<file path="src/rtl/ct_sequencer.sv">
// rtl/ct_sequencer.sv - Run sequencer for the CT MAC array: clears, feeds addresses, drains and captures results.
module ct_sequencer #(
    parameter int ADDR_W = 4
) (
    input  logic              clk,
    input  logic              reset,
    input  logic              start,
    input  logic [ADDR_W-1:0] len,
    input  logic              abort,
    input  logic [7:0]        calc_in_1,
    input  logic [7:0]        calc_in_2,
    input  logic [7:0]        calc_in_3,
    input  logic [7:0]        calc_in_4,
    output logic              busy,
    output logic              done,
    output logic [ADDR_W-1:0] mem_addr,
    output logic              ct_clear,
    output logic              w_en,
    output logic [7:0]        res_out_1,
    output logic [7:0]        res_out_2,
    output logic [7:0]        res_out_3,
    output logic [7:0]        res_out_4,
    output logic              result_valid
);

    typedef enum logic [2:0] {
        S_IDLE,
        S_CLEAR,
        S_FEED,
        S_DRAIN,
        S_DONE
    } state_t;

    state_t            state, state_n;
    logic [ADDR_W-1:0] len_q;
    logic [ADDR_W-1:0] addr_n;
    logic [1:0]        drain_cnt, drain_cnt_n;
    logic              busy_n, done_n, clear_n, wen_n;
    logic              accept, aborting, capture, last_addr;

    assign accept    = (state == S_IDLE) && start && (len != '0);
    assign aborting  = abort && ((state == S_CLEAR) || (state == S_FEED) || (state == S_DRAIN));
    assign capture   = (state == S_DRAIN) && (drain_cnt == 2'd2) && !abort;
    assign last_addr = (mem_addr == (len_q - ADDR_W'(1)));

    always_ff @(posedge clk or negedge reset) begin
        if (!reset) begin
            state     <= S_IDLE;
            drain_cnt <= 2'd0;
            len_q     <= '0;
        end else begin
            state     <= state_n;
            drain_cnt <= drain_cnt_n;
            if (accept) begin
                len_q <= len;
            end
        end
    end

    always_comb begin
        state_n = state;
        case (state)
            S_IDLE:  if (accept) state_n = S_CLEAR;
            S_CLEAR: state_n = abort ? S_IDLE : S_FEED;
            S_FEED: begin
                if (abort)          state_n = S_IDLE;
                else if (last_addr) state_n = S_DRAIN;
            end
            S_DRAIN: begin
                if (abort)                   state_n = S_IDLE;
                else if (drain_cnt == 2'd2)  state_n = S_DONE;
            end
            S_DONE:  state_n = S_IDLE;
            default: state_n = S_IDLE;
        endcase
    end

    // Outputs are decoded from the next state so every output leaves a flop.
    // w_en trails each FEED address by one cycle to match the memory read latency.
    always_comb begin
        busy_n      = (state_n != S_IDLE);
        done_n      = (state_n == S_DONE);
        clear_n     = (state_n == S_CLEAR) || aborting;
        wen_n       = (state == S_FEED) && !abort;
        addr_n      = '0;
        drain_cnt_n = 2'd0;
        case (state_n)
            S_FEED:  addr_n = (state == S_FEED) ? mem_addr + ADDR_W'(1) : '0;
            S_DRAIN: begin
                addr_n      = mem_addr;
                drain_cnt_n = (state == S_DRAIN) ? drain_cnt + 2'd1 : 2'd0;
            end
            default: addr_n = '0;
        endcase
    end

    always_ff @(posedge clk or negedge reset) begin
        if (!reset) begin
            busy         <= 1'b0;
            done         <= 1'b0;
            mem_addr     <= '0;
            ct_clear     <= 1'b1;
            w_en         <= 1'b0;
            result_valid <= 1'b0;
            res_out_1    <= 8'd0;
            res_out_2    <= 8'd0;
            res_out_3    <= 8'd0;
            res_out_4    <= 8'd0;
        end else begin
            busy     <= busy_n;
            done     <= done_n;
            mem_addr <= addr_n;
            ct_clear <= clear_n;
            w_en     <= wen_n;
            if (accept) begin
                result_valid <= 1'b0;
            end else if (capture) begin
                result_valid <= 1'b1;
            end
            if (capture) begin
                res_out_1 <= calc_in_1;
                res_out_2 <= calc_in_2;
                res_out_3 <= calc_in_3;
                res_out_4 <= calc_in_4;
            end
        end
    end

endmodule
</file>
<file path="config.mk">
export PLATFORM = sky130hd
export DESIGN_NAME = ct_sequencer
export DESIGN_NICKNAME = d
export VERILOG_FILES = /design/src/rtl/ct_sequencer.sv
export SDC_FILE = /design/constraint.sdc
export NUM_CORES = 1
export LEC_CHECK = 0
export CAP_MARGIN = 10
export CELL_PAD_IN_SITES_DETAIL_PLACEMENT = 1
export CELL_PAD_IN_SITES_GLOBAL_PLACEMENT = 1
export CORE_AREA = 2 2 79 81
export CTS_CLUSTER_SIZE = 30
export DETAILED_ROUTE_END_ITERATION = 8
export DIE_AREA = 0 0 81 83
export HOLD_SLACK_MARGIN = 0.05
export PLACE_DENSITY_LB_ADDON = 0.2
export SYNTH_ARGS = -nofsm -noshare
export SYNTH_HDL_FRONTEND = slang
export SYNTH_SLANG_ARGS = --single-unit
</file>
<file path="constraint.sdc">
create_clock -name clk -period 4.2 [get_ports clk]
set_input_delay 0.84 -clock clk [delete_from_list [all_inputs] [get_ports clk]]
set_output_delay 0.84 -clock clk [all_outputs]
set_load 0.1 [all_outputs]
</file>
==> metrics.md, run 1 <==
| Metric | Value |
|---|---|
| Worst-path clk slew | roughly 0.09 ns |
| Hold_ws | about 0.41 ns |
| Setup repair after global routing missed its margin | no |
| Total core area | approximately 0.0058 sq mm |
| Horizontal extent of the die | around 81 um |
| Pins over their slew limit | 0 |
| Total of endpoints with negative setup slack in the final report | 0 |
| Number of buffers on the longest clock path | 2 |
| Number of violations reported at the end of detailed-routing iteration 0 | 22 |
| Area share of the largest cell type after synthesis | about three fifths |
| Maximum VDD drop | about 0.23 mV |
| Status | finished clean |
| Number of rows in the core area | 28 |
| Launching element type of the critical path | register |
| Max incr delay on CP | about 1.1 ns |
| Area leader, netlist | sky130_fd_sc_hd__dfrtp_1 |
| Netlist cell types | 34 |
| Overall routing resource usage | between 10% and 20% |
| Worst setup skew after layout | roughly 0.005 ns |
| Number of synthesized flops with an enable pin | 0 |
| Final TNS setup | 0 ns |
| PostCTS Resize Cnt | 0 |
| Antenna viol nets, final | 0 |
| Pin count of the biggest net entering global routing | 51 |
| Via density per instance | just under 5 |
| Number of antenna diodes | 0 |
| Last weighted congestion value of the routability-driven placer | a little over 0.7 |
| Area contributors post-synth | sky130_fd_sc_hd__dfrtp_1, sky130_fd_sc_hd__mux2_2, sky130_fd_sc_hd__ha_1, sky130_fd_sc_hd__nand2_1, sky130_fd_sc_hd__buf_6 |
| Headroom to the max-slew limit | around 33% |
| Synthesized netlist cell count | 144 |
| CTS tree | done |
| Drc violations | 0 |
| Slew at the pin closest to its max-slew limit | roughly 1 ns |
| Die Span Y | just over 80 um |
| Number of setup buffers added after CTS | 0 |
| Final #Nets | 271 |
| Synthesized area per cell | between 10 and 15 sq um |
| Cell type group with the largest total delay on the critical path | buffers and inverters |
| H-tree depth | 2 |
| Final worst-path setup slack | around 1.4 ns |
| Finished Core Util | between 50 and 60% |
| Detailed-routing iteration count for the pre-antenna-repair pass | 4 |
| Capturing element type of the critical path | primary output |
| Minimum clock period after layout | 2.80 ns |
| Cts-stage hold buffer count | 0 |
| Fraction of the cycle the final worst path needs | 66.7% |
| Antenna violations before repair | 0 |
| Combined buffer and inverter count along the critical path | 1 |
| CP max FO | 1 |
| HPWL reported at the end of detailed placement | 3720 um |
| Required time of the critical path | approximately 3.4 ns |
| Layout cells sized above 1 | a little over a fifth |
| Net count after synthesis | 187 |
| Number of I/O port buffers | 80 |
| Slowest cell on the critical path | sky130_fd_sc_hd__clkdlybuf4s50_1 |
| Final Hold Vio Count | 0 |
| Netlist Area Pre-Place | roughly 0.0021 sq mm |
| Worst endpoint data arrival time | 1.96 ns |
| Number of clock sinks | 50 |
| Achievable frequency | about 360 MHz |
| Area enclosed by the die boundary | about 0.0067 sq mm |
| Most common flop cell mapped by yosys | sky130_fd_sc_hd__dfrtp_1 |
| I/O pin total | 81 |
| Clock root cell | sky130_fd_sc_hd__clkbuf_8 |
| Critical path, cell by cell | clkdlybuf4s50_1 |
| Worst min path class | in2async |
| PD cells | approximately 370 mW/mm^2 |
| Cell area reported after detailed placement | approximately 0.0030 sq mm |
| Post-synthesis to final-layout area growth | 47.3% |
| Overall via count from detail_route | about 1,500 |
| Leakage power of the design | approximately 1.4 nW |
| Starting density of the core | between 30% and 40% |
| Global-route wire length before repair | 8000 um |
| Asr flop ratio synth | 100% |
| Clock latency of the later-clocked register in the worst-skew pair | 0.29 ns |
| Post-layout instance area | between 0.003 and 0.004 sq mm |
| Synth cell count leaders | sky130_fd_sc_hd__dfrtp_1, sky130_fd_sc_hd__mux2_2, sky130_fd_sc_hd__nand2_1 |
| Via count of the first global-routing pass | ~1,600 |
| Setup WS pre-CTS | around 1.2 ns |
| Drt total wl | just under 5000 um |
| Num CTS Buffers | 5 |
| Number of max-capacitance violations reported | 0 |
| Top-count cell post-synth | sky130_fd_sc_hd__dfrtp_1 |
| Synth Register Bits | 50 |
| DR WL/cell | 16.2 um |
| Worst setup path category | reg2out |
| Final global-route overflow total | 0 |
| Ys Warns | 0 |
| Share of the yosys chip area belonging to registers | 59.8% |
==> through the flow <==
step           instances  total power, mW
2_1_floorplan        144            0.728
3_3_place_gp         295            0.814
3_5_place_dp         295            0.825
4_1_cts              303             1.16
5_1_grt              304             1.21
6_report             304             1.14
==> metal layers <==
layer  share of wire [%]  up-vias  track usage (%)
met4                 1.5        0             4.78
met3                 6.4        7             4.24
li1                    -      679                -
met2                  55       53             28.1
met1                  37      757             17.1
met5                   0        -                0
==> path summary, 6_finish.rpt <==
check / from / to / slack (ns) / cells past startpoint
min: reset / res_out_1[7] / 0.41 / 1
min in group clk: drain_cnt[0] / drain_cnt[0] / 0.45 / 1
max reg2reg: drain_cnt[0] / res_out_3[1] / 2.06 / 5
min reg2reg: drain_cnt[0] / drain_cnt[0] / 0.45 / 1
max in group asynchronous: reset / ct_clear / 3.23 / 2
max: ct_clear / ct_clear / 1.40 / 1
==> placed cells by master (no fill, tap or decap), types with 2 or more instances in the layout <==
| cell type | n |
|---|---|
| sky130_fd_sc_hd__clkdlybuf4s50_1 | 79 |
| sky130_fd_sc_hd__dfrtp_1 | 49 |
| sky130_fd_sc_hd__mux2_2 | 34 |
| sky130_fd_sc_hd__nand2_1 | 9 |
| sky130_fd_sc_hd__nor2_1 | 5 |
| sky130_fd_sc_hd__clkbuf_8 | 5 |
| sky130_fd_sc_hd__inv_1 | 4 |
| sky130_fd_sc_hd__o211ai_1 | 4 |
| sky130_fd_sc_hd__xor2_1 | 3 |
| sky130_fd_sc_hd__ha_1 | 3 |
| sky130_fd_sc_hd__xnor2_1 | 2 |
| sky130_fd_sc_hd__nor3_1 | 2 |
| sky130_fd_sc_hd__nand3_1 | 2 |
| sky130_fd_sc_hd__mux2_1 | 2 |
| sky130_fd_sc_hd__clkbuf_1 | 2 |
| sky130_fd_sc_hd__buf_12 | 2 |
==> cell families after synthesis <==
family / Yosys count / synth area share, %
buf+inv: 9 / 2.81
mux: 36 / 19.3
simple gates: 27 / 7.94
flops: 50 / 59.8
compound gates: 13 / 5.19
fa+ha+maj: 3 / 1.79
xor+xnor: 6 / 3.16
==> layout make-up <==
cell class / instances / area [sq um]
Clock buffer: 7 / 76.3
Clock inverter: 1 / 30.0
Fill cell: 609 / 2730
Inverter: 4 / 15.0
Multi-Input combinational cell: 85 / 785
Sequential cell: 50 / 1250
Tap cell: 75 / 93.8
Timing Repair Buffer: 82 / 836
==> flip-flops by register name (all words and copies together), names as in the netlist <==
| name | flops |
|---|---|
| drain_cnt | 2 |
| result_valid | 1 |
| res_out_1 | 8 |
| res_out_2 | 8 |
| res_out_4 | 8 |
| busy | 1 |
| done | 1 |
| res_out_3 | 8 |
| ct_clear | 1 |
| mem_addr | 4 |
| len_q | 4 |
| w_en | 1 |
| state | 3 |
==> report_power, final <==
group	internal, mW	switching [mW]	total [mW]
registers	0.511	0.0235	0.535
clock network	0.178	0.147	0.325
logic	0.107	0.172	0.279
total	0.797	0.343	1.14
(Power assumes the default switching activity.)
==> run 2, diff against run 1 <==
Settings changed: CORE_AREA 2 2 79 81 to 2 2 82 84, DIE_AREA 0 0 81 83 to 0 0 84 86.
Clock period 4.2 ns to 2.62 ns, I/O delays scaled along.
==> run 2 against run 1 <==
Net effect: core utilization down 5.7 points; clock power rose by 42%; first-iteration DRC count grew 9.1%; design area down 3.6%; power rose by 54%; clock skew about the same; die area up 7.5%; global-route usage down 2.1 points; flip-flop and latch count stayed put; largest power group unchanged; critical path depth increased by 3; largest cell class unchanged.
==> metrics.md, run 2 (synthesis gave the netlist of run 1 again) <==
| Metric | Value |
|---|---|
| Required time of the critical path | 2.87 ns (-0.49 ns) |
| CP Launch Point | abort |
| Final #Nets | 273 (+0.74%) |
| Total of endpoints with negative setup slack in the final report | 0 (unchanged) |
| HPWL reported at the end of detailed placement | 3510 um (-5.6%) |
| Most used cells in the layout excluding fill and tap cells | sky130_fd_sc_hd__dfrtp_1, sky130_fd_sc_hd__buf_4, sky130_fd_sc_hd__clkdlybuf4s50_1 |
| Starting density of the core | 33.4% (-2.7 points) |
| CTS tree | done |
| Logic depth of the worst register-to-register path | 5 (unchanged) |
| Setup repair after global routing missed its margin | no |
| Post-layout instance area | 0.00298 sq mm (-3.6%) |
| Antenna viol nets, final | 0 (unchanged) |
| Achievable frequency | 498 MHz |
| I/O pin total | 81 (unchanged) |
| PD cells | 590 mW/mm^2 (+60%) |
| Drc violations | 0 (unchanged) |
| Worst min path class | in2async |
| Leakage power of the design | 1.48 nW (+5.9%) |
| Global-route wire length before repair | 7610 um (-4.8%) |
| Capturing element type of the critical path | register |
| Critical path, cell by cell | clkdlybuf4s50_1 -> or4b_1 -> o31ai_4 -> a32o_2 |
| Number of antenna diodes | 0 (unchanged) |
| Via density per instance | 4.72 (-4.0%) |
| Maximum VDD drop | 0.291 mV (+27%) |
| Detailed-routing iteration count for the pre-antenna-repair pass | 4 (unchanged) |
| Horizontal extent of the die | 84 um (+3.7%) |
| Max incr delay on CP | 0.72 ns (-0.42 ns) |
| Last weighted congestion value of the routability-driven placer | 0.809 (+12%) |
| Worst setup skew after layout | 0.00500 ns (+0.0000728 ns) |
| Layout cells sized above 1 | 40.7% (+19 points) |
| Launching element type of the critical path | input port |
| Drt total wl | 4550 um (-7.5%) |
| Number of setup buffers added after CTS | 0 (unchanged) |
| Fillers | 674 (+11%) |
| CP max FO | 7 (+6) |
| Minimum clock period after layout | roughly 2 ns |
| Number of cells in the design after placement | 300 (+1.7%) |
| Number of rows in the core area | 29 (+3.6%) |
| Area of all sequential standard cells | 0.00125 sq mm (unchanged) |
| PostCTS Resize Cnt | 0 (unchanged) |
| Clock latency of the later-clocked register in the worst-skew pair | 0.30 ns (about the same) |
| DR WL/cell | 14.8 um (-8.7%) |
| Worst-path clk slew | 0.09 ns (about the same) |
| Pin count of the biggest net entering global routing | 29 (-43%) |
| Antenna violations before repair | 0 (unchanged) |
| Final global-route overflow total | 0 (unchanged) |
| Cell area reported after detailed placement | 0.00288 sq mm (-2.6%) |
| Number of violations reported at the end of detailed-routing iteration 0 | 24 (+9.1%) |
| Number of max-capacitance violations reported | 0 (unchanged) |
| Reg2reg end | mem_addr[1] |
| Overall via count from detail_route | 1,455 (-2.7%) |
| Worst setup path category | in2reg |
| Pins over their slew limit | 0 (unchanged) |
| Post-route non-filler standard cell count | 308 (+1.3%) |
| Final TNS setup | 0 ns (unchanged) |
| Slowest cell on the critical path | sky130_fd_sc_hd__or4b_1 |
| Worst endpoint data arrival time | 2.25 ns (+0.29 ns) |
| Clock root cell | sky130_fd_sc_hd__clkbuf_8 |
| Reg-to-reg setup timing slack | 0.92 ns (-1.14 ns) |
| Via count of the first global-routing pass | 1,536 (-4.7%) |
| Headroom to the max-slew limit | 72.7% (+40 points) |
| Die Span Y | 86 um (+3.6%) |
| Area enclosed by the die boundary | 0.00722 sq mm (+7.5%) |
| Total core area | 0.00628 sq mm (+7.9%) |
| Slew at the pin closest to its max-slew limit | 0.410 ns (-0.590 ns) |
| H-tree depth | 2 (unchanged) |
| Multi-input logic area | 785 sq um (unchanged) |
| Number of I/O port buffers | 80 (unchanged) |
| Post-synthesis to final-layout area growth | 42.0% |
| Post-layout total power | 1.76 mW (+54%) |
| Cts-stage hold buffer count | 0 (unchanged) |
| Startpoint of the most critical register-to-register path | drain_cnt[0] |
| Final Hold Vio Count | 0 (unchanged) |
| Num CTS Buffers | 5 (unchanged) |
| Number of clock sinks | 50 (unchanged) |
| Number of buffers on the longest clock path | 2 (unchanged) |
| Status | finished clean |
| Fraction of the cycle the final worst path needs | around 77% |
| Leading cell type in the layout, fill and taps excluded | sky130_fd_sc_hd__dfrtp_1 |
| Overall routing resource usage | 13.3% (-2.1 points) |
-- run 2: power by group --
group | leakage (nW) | total [mW] | internal [mW] | switching, mW
Combinational | 0.757 | 0.437 | 0.165 | 0.272
Clock | 0.0482 | 0.462 | 0.213 | 0.248
Sequential | 0.679 | 0.856 | 0.820 | 0.0364
Total | 1.48 | 1.76 | 1.20 | 0.557
-- run 2: through the flow --
| step | hold WS [ns] | utilization [%] | setup slack (ns) |
|---|---|---|---|
| final | 0.136 | 47.4 | 0.611 |
| after global routing | 0.160 | 47.4 | 0.527 |
| after CTS | 0.150 | 47.4 | 0.620 |
| after detailed placement | 0.422 | 45.9 | 0.287 |
| after global placement | 0.419 | 45.9 | 0.336 |
| after floorplan | 0.228 | - | 0.502 |
-- run 2: how the worst max path moves through the flow --
stage	to	cells past startpoint	slack [ns]
floorplan	mem_addr[2]	4	0.50
global placement	mem_addr[1]	4	0.34
detailed placement	mem_addr[2]	5	0.29
CTS	mem_addr[1]	4	0.62
global route	mem_addr[3]	5	0.53
finish	mem_addr[1]	4	0.61
-- run 2: metal layers --
layer / vias to the layer above / share of wire (%) / track usage, %
met4: 0 / 1.4 / 4.40
met3: 6 / 5.7 / 3.95
met1: 719 / 45 / 17.4
li1: 682 / - / -
met2: 48 / 48 / 21.3
met5: - / 0 / 0
-- run 2: cell type report --
class	count	area share [%]
Tap cell	77	3.24
Multi-Input combinational cell	85	26.4
Clock buffer	7	2.90
Timing Repair Buffer	84	24.7
Sequential cell	50	42.1
Clock inverter	1	0.168
Inverter	4	0.505
-- run 2: critical path, delay by kind of cell --
family                 cells  cell delay, ns
AND/OR/NAND/NOR            1            0.72
AO/OA/AOI/OAI              2            0.47
buffers and inverters      1            0.54
==> run 3, diff against run 2 <==
Settings changed: CORE_AREA 2 2 82 84 to 2 2 86 88, DIE_AREA 0 0 84 86 to 0 0 88 90.
Clock period 2.62 ns to 1.8 ns, I/O delays scaled along.
==> run 3 against run 2 <==
Net effect: first-iteration DRC count is 33% higher; non-clock buffer count is 10 higher; core utilization is 4.2 points higher; worst hold slack better by 0.31 ns; clock power is 39% higher; largest power group unchanged.
==> metrics.md, run 3 (synthesis gave the netlist of run 1 again) <==
| Metric | Value |
|---|---|
| Number of antenna diodes | 0 (unchanged) |
| Slowest cell on the critical path | sky130_fd_sc_hd__or4b_4 |
| CP Launch Point | abort |
| Number of max-capacitance violations reported | 0 (unchanged) |
| Final TNS setup | 0 ns (unchanged) |
| Last weighted congestion value of the routability-driven placer | 0.739 (-8.6%) |
| Overall via count from detail_route | 1,499 (+3.0%) |
| HPWL reported at the end of detailed placement | 3760 um (+7.0%) |
| Headroom to the max-slew limit | 70.8% (-1.9 points) |
| Antenna violations before repair | 0 (unchanged) |
| Pin count of the biggest net entering global routing | 38 (+31%) |
| Drc violations | 0 (unchanged) |
| Sw Share | 32.2% (+0.51 points) |
| Final global-route overflow total | 0 (unchanged) |
| Starting density of the core | 29.9% (-3.5 points) |
| Clock root cell | sky130_fd_sc_hd__clkbuf_8 |
| Layout cells sized above 1 | 46.1% (+5.4 points) |
| Via count of the first global-routing pass | 1,560 (+1.6%) |
| Leakage power of the design | 1.65 nW (+11%) |
| Post-layout instance area | 0.00362 sq mm (+22%) |
| Number of rows in the core area | 31 (+6.9%) |
| Final #Nets | 283 (+3.7%) |
| Number of violations reported at the end of detailed-routing iteration 0 | 32 (+33%) |
| Horizontal extent of the die | 88 um (+4.8%) |
| Setup repair after global routing missed its margin | no |
| Sw Pwr | 0.853 mW (+53%) |
| Slew at the pin closest to its max-slew limit | 0.435 ns (+0.0250 ns) |
| Leading cell type in the layout, fill and taps excluded | sky130_fd_sc_hd__dfrtp_1 |
| Via density per instance | 4.41 (-6.7%) |
| Final worst-path setup slack | 0.0773 ns (-0.533 ns) |
| Num CTS Buffers | 5 (unchanged) |
| Setup WS pre-CTS | -0.330 ns (-0.618 ns) |
| Post-synthesis to final-layout area growth | 72.7% |
| Launching element type of the critical path | input port |
| Critical path, cell by cell | clkdlybuf4s50_1 -> or4b_4 -> o31ai_4 -> a32o_2 |
| Max incr delay on CP | 0.64 ns (-0.08 ns) |
| I/O pin total | 81 (unchanged) |
| Finished Core Util | 51.6% (+4.2 points) |
| Comb pwr share | 27.8% (+2.9 points) |
| Fillers | 693 (+2.8%) |
| Worst-path clk slew | 0.09 ns (about the same) |
| Worst setup skew after layout | 0.00410 ns (-0.000896 ns) |
| Achievable frequency | just under 600 MHz |
| Reg2reg end | res_out_3[2] |
| Area enclosed by the die boundary | 0.00792 sq mm (+9.6%) |
| H-tree depth | 2 (unchanged) |
| Capturing element type of the critical path | register |
| Logic depth of the worst register-to-register path | 5 (unchanged) |
| Final Hold Vio Count | 0 (unchanged) |
| Total of endpoints with negative setup slack in the final report | 0 (unchanged) |
| Clock latency of the later-clocked register in the worst-skew pair | 0.30 ns (about the same) |
| CTS tree | done |
| Antenna viol nets, final | 0 (unchanged) |
| Worst min path class | reg2reg |
| Fraction of the cycle the final worst path needs | 95.7% |
| Clock network power share | 24.4% (-1.9 points) |
| Pins over their slew limit | 0 (unchanged) |
| Number of clock sinks | 50 (unchanged) |
| Minimum clock period after layout | between 1.5 and 2 ns |
| PD cells | 731 mW/mm^2 (+24%) |
| Die Span Y | 90 um (+4.7%) |
| Number of buffers on the longest clock path | 2 (unchanged) |
| Relative contribution of sequential cells to total power | 47.9% (-0.9 points) |
| Hold_ws | 0.448 ns (+0.312 ns) |
| Reg-to-reg setup timing slack | 0.12 ns (-0.80 ns) |
| Detailed-routing iteration count for the pre-antenna-repair pass | 3 (-1) |
| Total core area | 0.00702 sq mm (+12%) |
| Required time of the critical path | 2.04 ns (-0.83 ns) |
| Status | finished clean |
| Number of I/O port buffers | 80 (unchanged) |
| Drt total wl | 5020 um (+10%) |
| Cell area reported after detailed placement | 0.00348 sq mm (+21%) |
| Worst endpoint data arrival time | 1.96 ns (-0.29 ns) |
| Overall routing resource usage | 13.0% (-0.28 points) |
| Worst setup path category | in2reg |
| Startpoint of the most critical register-to-register path | state[0] |
| Int Pwr | 1.79 mW (+50%) |
| Capture point of the critical path | mem_addr[1] |
| Global-route wire length before repair | 7960 um (+4.5%) |
| CP max FO | 6 (-1) |
| DR WL/cell | 14.8 um (about the same) |
| Maximum VDD drop | 0.398 mV (+37%) |
| Most used cells in the layout excluding fill and tap cells | sky130_fd_sc_hd__dfrtp_1, sky130_fd_sc_hd__buf_12, sky130_fd_sc_hd__clkdlybuf4s50_1 |
[run 3: changes by cell type in the layout (fill, tap and decap cells not counted), sizes merged]
cell         delta
clkinv          +1
dlygate4sd3     +1
buf             +8
[run 3: repair_timing]
action / in CTS / in global routing
pin swaps: 0 / 1
hold buffers: 1 / 0
endpoints found under the hold margin: 13 / 0
gates cloned: 0 / 1
endpoints found under the setup margin: 1 / 32
resized for setup: 1 / 8
setup buffers: 0 / 1
[run 3: metal layers]
| metal | vias up | wire length, um | track usage (%) |
|---|---|---|---|
| met5 | - | 0 | 0 |
| li1 | 703 | - | - |
| met2 | 53 | 2480 | 21.3 |
| met1 | 736 | 2150 | 16.2 |
| met4 | 0 | 80 | 4.36 |
| met3 | 7 | 316 | 3.86 |
[run 3: how the worst min path moves through the flow]
stage / start / to / cells past startpoint
final: drain_cnt[0] / drain_cnt[0] / 1
after global routing: drain_cnt[0] / drain_cnt[0] / 1
after CTS: drain_cnt[0] / drain_cnt[0] / 1
after detailed placement: reset / res_out_1[3] / 1
after global placement: reset / res_out_4[7] / 1
after floorplan: reset / busy / 0
[run 3: cell type report]
class                      instances  area [sq um]  share of cell area, %
sequential                        50          1260                   34.7
tap                               99           124                   3.42
inverter                           4          15.0                  0.415
clock inverter                     2          10.0                  0.277
clock buffer                       6          72.6                   2.00
timing repair buffer              94          1340                   37.0
multi-input combinational         85           803                   22.2
[run 3: power by group through the flow]
| stage | combinational, mW | clock [mW] | sequential [mW] |
|---|---|---|---|
| global placement | 0.722 | 0 | 1.28 |
| floorplan | 0.257 | 0 | 1.44 |
| finish | 0.734 | 0.644 | 1.27 |
| global route | 0.783 | 0.730 | 1.28 |
| detailed placement | 0.736 | 0 | 1.29 |
| CTS | 0.742 | 0.677 | 1.27 |
[run 3: critical path: cells and delay by family]
family | cells | cell delay [ns]
AO/OA/AOI/OAI | 2 | 0.43
AND/OR/NAND/NOR | 1 | 0.64
buffers and inverters | 1 | 0.53
[run 3: stage by stage]
step / instances / total power [mW]
after global placement: 329 / 2.01
after detailed placement: 329 / 2.02
after CTS: 338 / 2.69
after floorplan: 144 / 1.70
final: 340 / 2.64
after global routing: 340 / 2.79
